### src/rtl/seq_ctrl_pkg.sv
// Shared types and constants for the step-sequence controller.
// Defines the FSM state encoding, default widths and the power-on table contents.
package seq_ctrl_pkg;

  localparam int SEQ_W       = 4;
  localparam int SEQ_PRESC_W = 8;
  localparam int SEQ_LOOP_W  = 8;

  typedef enum logic [1:0] {
    ST_IDLE  = 2'd0,
    ST_RUN   = 2'd1,
    ST_PAUSE = 2'd2,
    ST_DONE  = 2'd3
  } state_t;

  // Power-on next-value entry: a plain binary up-count that wraps at 2**width.
  function automatic int reset_entry(input int idx, input int width);
    return (idx + 1) % (1 << width);
  endfunction

endpackage

### src/rtl/seq_step_controller_prescaler.sv
// Tick generator for the RUN state: counts to prescale and fires one tick.
// hold freezes the count, and clear restarts it from zero.
module seq_prescaler
  import seq_ctrl_pkg::*;
#(
  parameter int PRESC_W = SEQ_PRESC_W
) (
  input  logic               clk,
  input  logic               rst_n,
  input  logic               clear,
  input  logic               enable,
  input  logic               hold,
  input  logic [PRESC_W-1:0] prescale,
  output logic               tick
);

  logic [PRESC_W-1:0] cnt;

  assign tick = enable && !hold && !clear && (cnt == prescale);

  always_ff @(posedge clk or negedge rst_n) begin
    if (!rst_n) begin
      cnt <= '0;
    end else if (clear) begin
      cnt <= '0;
    end else if (enable && !hold) begin
      cnt <= (cnt == prescale) ? '0 : cnt + PRESC_W'(1);
    end
  end

endmodule

### src/rtl/seq_step_controller.sv
// Programmable step-sequence controller: writable next-value table, prescaled
// stepping, loop counting back to start_val, and start/stop/single-step commands.
module seq_step_controller
  import seq_ctrl_pkg::*;
#(
  parameter int W       = SEQ_W,
  parameter int PRESC_W = SEQ_PRESC_W,
  parameter int LOOP_W  = SEQ_LOOP_W
) (
  input  logic               clk,
  input  logic               rst_n,
  input  logic               cfg_we,
  input  logic [W-1:0]       cfg_addr,
  input  logic [W-1:0]       cfg_data,
  input  logic [W-1:0]       start_val,
  input  logic [PRESC_W-1:0] prescale,
  input  logic [LOOP_W-1:0]  loop_count,
  input  logic               cmd_start,
  input  logic               cmd_stop,
  input  logic               cmd_step,
  output logic [W-1:0]       count,
  output logic               step_pulse,
  output logic               wrap,
  output logic               busy,
  output logic               done,
  output logic               cfg_err
);

  localparam int DEPTH = 2 ** W;

  state_t            state;
  logic [W-1:0]      tbl [DEPTH];
  logic [LOOP_W-1:0] loops;
  logic [LOOP_W-1:0] loops_inc;
  logic [W-1:0]      nxt;
  logic              in_run;
  logic              start_ok;
  logic              step_ok;
  logic              tick;

  assign nxt       = tbl[count];
  assign in_run    = (state == ST_RUN);
  assign loops_inc = (&loops) ? loops : loops + LOOP_W'(1);

  // stop outranks start, which outranks step; a losing command is simply dropped
  assign start_ok = cmd_start && !cmd_stop && !in_run;
  assign step_ok  = cmd_step && !cmd_start && !cmd_stop &&
                    ((state == ST_IDLE) || (state == ST_PAUSE));

  assign busy = (state == ST_RUN);
  assign done = (state == ST_DONE);

  seq_prescaler #(.PRESC_W(PRESC_W)) u_presc (
    .clk      (clk),
    .rst_n    (rst_n),
    .clear    (start_ok),
    .enable   (in_run),
    .hold     (cmd_stop),
    .prescale (prescale),
    .tick     (tick)
  );

  always_ff @(posedge clk or negedge rst_n) begin
    if (!rst_n) begin
      for (int i = 0; i < DEPTH; i++) begin
        tbl[i[W-1:0]] <= W'(reset_entry(i, W));
      end
    end else if (cfg_we && !in_run) begin
      tbl[cfg_addr] <= cfg_data;
    end
  end

  always_ff @(posedge clk or negedge rst_n) begin
    if (!rst_n) begin
      state      <= ST_IDLE;
      count      <= '0;
      loops      <= '0;
      step_pulse <= 1'b0;
      wrap       <= 1'b0;
      cfg_err    <= 1'b0;
    end else begin
      step_pulse <= 1'b0;
      wrap       <= 1'b0;
      cfg_err    <= cfg_we && in_run;

      if (step_ok) begin
        count      <= nxt;
        step_pulse <= 1'b1;
        wrap       <= (nxt == start_val);
      end

      case (state)
        ST_IDLE, ST_DONE: begin
          if (cmd_stop) begin
            state <= ST_IDLE;
          end else if (start_ok) begin
            count <= start_val;
            loops <= '0;
            state <= ST_RUN;
          end
        end
        ST_RUN: begin
          if (cmd_stop) begin
            state <= ST_PAUSE;
          end else if (tick) begin
            count      <= nxt;
            step_pulse <= 1'b1;
            if (nxt == start_val) begin
              wrap  <= 1'b1;
              loops <= loops_inc;
              // a table that never revisits start_val never reaches this
              if ((loop_count != '0) && (loops_inc == loop_count)) begin
                state <= ST_DONE;
              end
            end
          end
        end
        ST_PAUSE: begin
          if (cmd_stop) begin
            state <= ST_IDLE;
          end else if (start_ok) begin
            state <= ST_RUN;
          end
        end
        default: state <= ST_IDLE;
      endcase
    end
  end

endmodule

### config.mk
export PLATFORM = sky130hd
export DESIGN_NAME = seq_step_controller
export DESIGN_NICKNAME = d
export VERILOG_FILES = /design/src/rtl/seq_ctrl_pkg.sv /design/src/rtl/seq_step_controller_prescaler.sv /design/src/rtl/seq_step_controller.sv
export SDC_FILE = /design/constraint.sdc
export NUM_CORES = 1
export LEC_CHECK = 0
export ABC_AREA = 1
export ABC_CLOCK_PERIOD_IN_PS = 5600
export CAP_MARGIN = 20
export CORE_UTILIZATION = 61
export DETAILED_ROUTE_END_ITERATION = 10
export PLACE_DENSITY = 0.83
export SKIP_CTS_REPAIR_TIMING = 1
export SLEW_MARGIN = 5
export SYNTH_ARGS = -nofsm -noshare
export SYNTH_HDL_FRONTEND = slang
export SYNTH_HIERARCHICAL = 1
export SYNTH_SLANG_ARGS = --single-unit
### constraint.sdc
create_clock -name clk -period 5.6 [get_ports clk]
set_clock_uncertainty 0.05 [all_clocks]
set_input_delay 1.12 -clock clk [delete_from_list [all_inputs] [get_ports clk]]
set_output_delay 1.12 -clock clk [all_outputs]
set_load 0.01 [all_outputs]
==> reports/qor.yml <==
hpwlAfterDp_um: 8430
worst_pin_slew_ns: 0.752
rsz0062_at_grt: "false"
dp.cells: 879
fillers: 716
drt_pass1_iterations: 5
vias_per_cell: 5.40
max-vdd-ir-drop_mv: 0.199
num_rows: 33
synth_seq_area_share_pct: 43.4
ys_ff_latch: 89
numCtsBuffers: 9
holdWs_ns: 0.441
end_kind: "output port"
maxCapViolations: 0
track_usage_pct: 29.9
io_buffers: 42
min_path_type: "register to register"
cts-root-buf: "clkbuf_8"
die_x_um: 94.6
final-hold-violation-count: 0
leakagePower_nw: 2.88
crit_end: "busy"
regToRegStartpoint: "state[1]"
io_pins: 43
min_path_cells: 2
grt_pass1_vias: 4592
worstSetupStartpoint: "state[1]"
start_kind: "register"
clk_pin_slew_ns: 0.08
antenna_found_initial: 0
grt_pass1_wl_um: 20700
grt_max_degree: 90
reg2reg_slack_ns: 2.90
cts.htree.levels: 3
drive_above_1_share_pct: 8.72
first_iter_violations: 345
antennaDiodeCount: 0
drcViolationCount: 0
multi_input_area_um2: 2470
rr_worst_depth: 8
gr-total-overflow: 0
outcome: "finished clean"
period_minus_slack_ns: 3.01
clk_latency_ns: 0.37
crit_required_ns: 4.43
power_density_nw_per_um2: 375
syn_area_per_cell_um2: 6.98
syn_nets: 789
maxSlewViolCount: 0
fp.dieH_um: 94.6
place_congestion: 0.941
core_um2: 8260
synthCells: 749
yosysUniqueCellTypes: 32
finalNetCount: 826
reg2reg_to: "tbl[43]"
max_freq_ghz: 0.332
place_area_um2: 5650
setup_viol: 0
synth_area_um2: 5230
setup_tns_ns: 0
die_area_um2: 8950
ys_warn_count: 6
cts_sinks: 89
ant_nets: 0
min_period_over_period_pct: 53.7
cp_max_fo: 8
vias: 4841
final_common_cell: "nand2_1"
area_growth_pct: 12.6
wl_per_cell_um: 13.5
critPathKind: "register to output port"
fin_cells: 896
final_cell_mix: "nand2_1, inv_1, o21ai_0"
cts_tree: "yes"
wirelength_um: 12100
max_slew_margin_pct: 49.4
final_area_um2: 5890
initial_core_util_pct: 63.3
cts_max_path_buffers: 2
regArea_um2: 2270
arrival_ns: 1.84
postLayoutCoreUtil_pct: 71.3
## area by class of cell
type	instances	share of cell area (%)
repair buffers	44	7.69
flip-flops and latches	89	38.5
multi-input cells	548	42.0
inverters	94	6.08
clock buffers	10	2.17
well taps	105	2.23
clock inverters	6	1.36
## Yosys cell counts
master | count | area (um2)
buf_6 | 6 | 67.6
xnor2_2 | 1 | 16.3
nor2_2 | 5 | 31.3
nor2_1 | 39 | 146
xnor2_1 | 4 | 35.0
a21oi_1 | 12 | 60.1
nand2_4 | 3 | 33.8
xor2_1 | 1 | 8.76
nor3b_1 | 1 | 7.51
dfstp_2 | 32 | 841
nor2_4 | 3 | 33.8
a31oi_1 | 2 | 12.5
ha_1 | 6 | 75.1
nand3_1 | 73 | 365
nor4_1 | 1 | 6.26
nand2_2 | 3 | 18.8
o32ai_1 | 1 | 8.76
nor3_1 | 5 | 25.0
dfrtp_1 | 57 | 1430
clkbuf_1 | 5 | 18.8
nand4_1 | 4 | 25.0
nand2_1 | 299 | 1120
inv_1 | 92 | 345
o21ai_0 | 76 | 380
o21ai_1 | 2 | 10.0
o211ai_1 | 1 | 7.51
buf_2 | 2 | 10.0
buf_4 | 5 | 37.5
inv_4 | 2 | 12.5
o21ai_2 | 1 | 8.76
or2_2 | 1 | 6.26
o22ai_1 | 4 | 25.0
## state kept, by name, summed over array words and instances, names as in the netlist
register     cells
cfg_err          1
count            4
tbl             64
wrap             1
loops            8
u_presc/cnt      8
step_pulse       1
state            2
## per-stage QoR
step | setup WS [ns] | power (mW)
2_1_floorplan | 3.09 | 1.54
3_3_place_gp | 2.43 | 1.72
3_5_place_dp | 2.33 | 1.75
4_1_cts | 2.57 | 2.21
5_1_grt | 2.43 | 2.38
6_report | 2.59 | 2.21
## power by group
part           internal, mW  total, mW  switching (mW)
clock                 0.212      0.457           0.245
combinational         0.291      0.778           0.486
sequential            0.837      0.973           0.137
## worst min path at each step
stage,slack (ns),startpoint,endpoint
after floorplan,0.40,tbl[1],tbl[1]
after global routing,0.46,tbl[36],tbl[36]
after global placement,0.42,tbl[26],tbl[26]
after CTS,0.45,tbl[2],tbl[2]
final,0.44,tbl[35],tbl[35]
after detailed placement,0.42,tbl[2],tbl[2]
## routing by layer
layer | global-route usage [%] | vias up | wire length [um]
met5 | 0 | - | 0
met4 | 11.0 | 0 | 224
met3 | 5.48 | 21 | 653
li1 | - | 2436 | -
met1 | 39.2 | 2230 | 5420
met2 | 49.5 | 154 | 5800
## kinds of logic after synthesis
| kind of cell | share of synthesized area [%] |
|---|---|
| AO/OA/AOI/OAI | 9.81 |
| XOR/XNOR | 1.15 |
| adder cells (fa/ha/maj) | 1.44 |
| buffers and inverters | 9.40 |
| flip-flops | 43.4 |
| AND/OR/NAND/NOR | 34.8 |
## worst max-delay path, stage by stage (launching register included)
cell and delay [ns]:
dfrtp_1 0.42, inv_1 0.09, ha_1 0.36, clkdlybuf4s50_1 0.61
(Power assumes the default switching activity.)
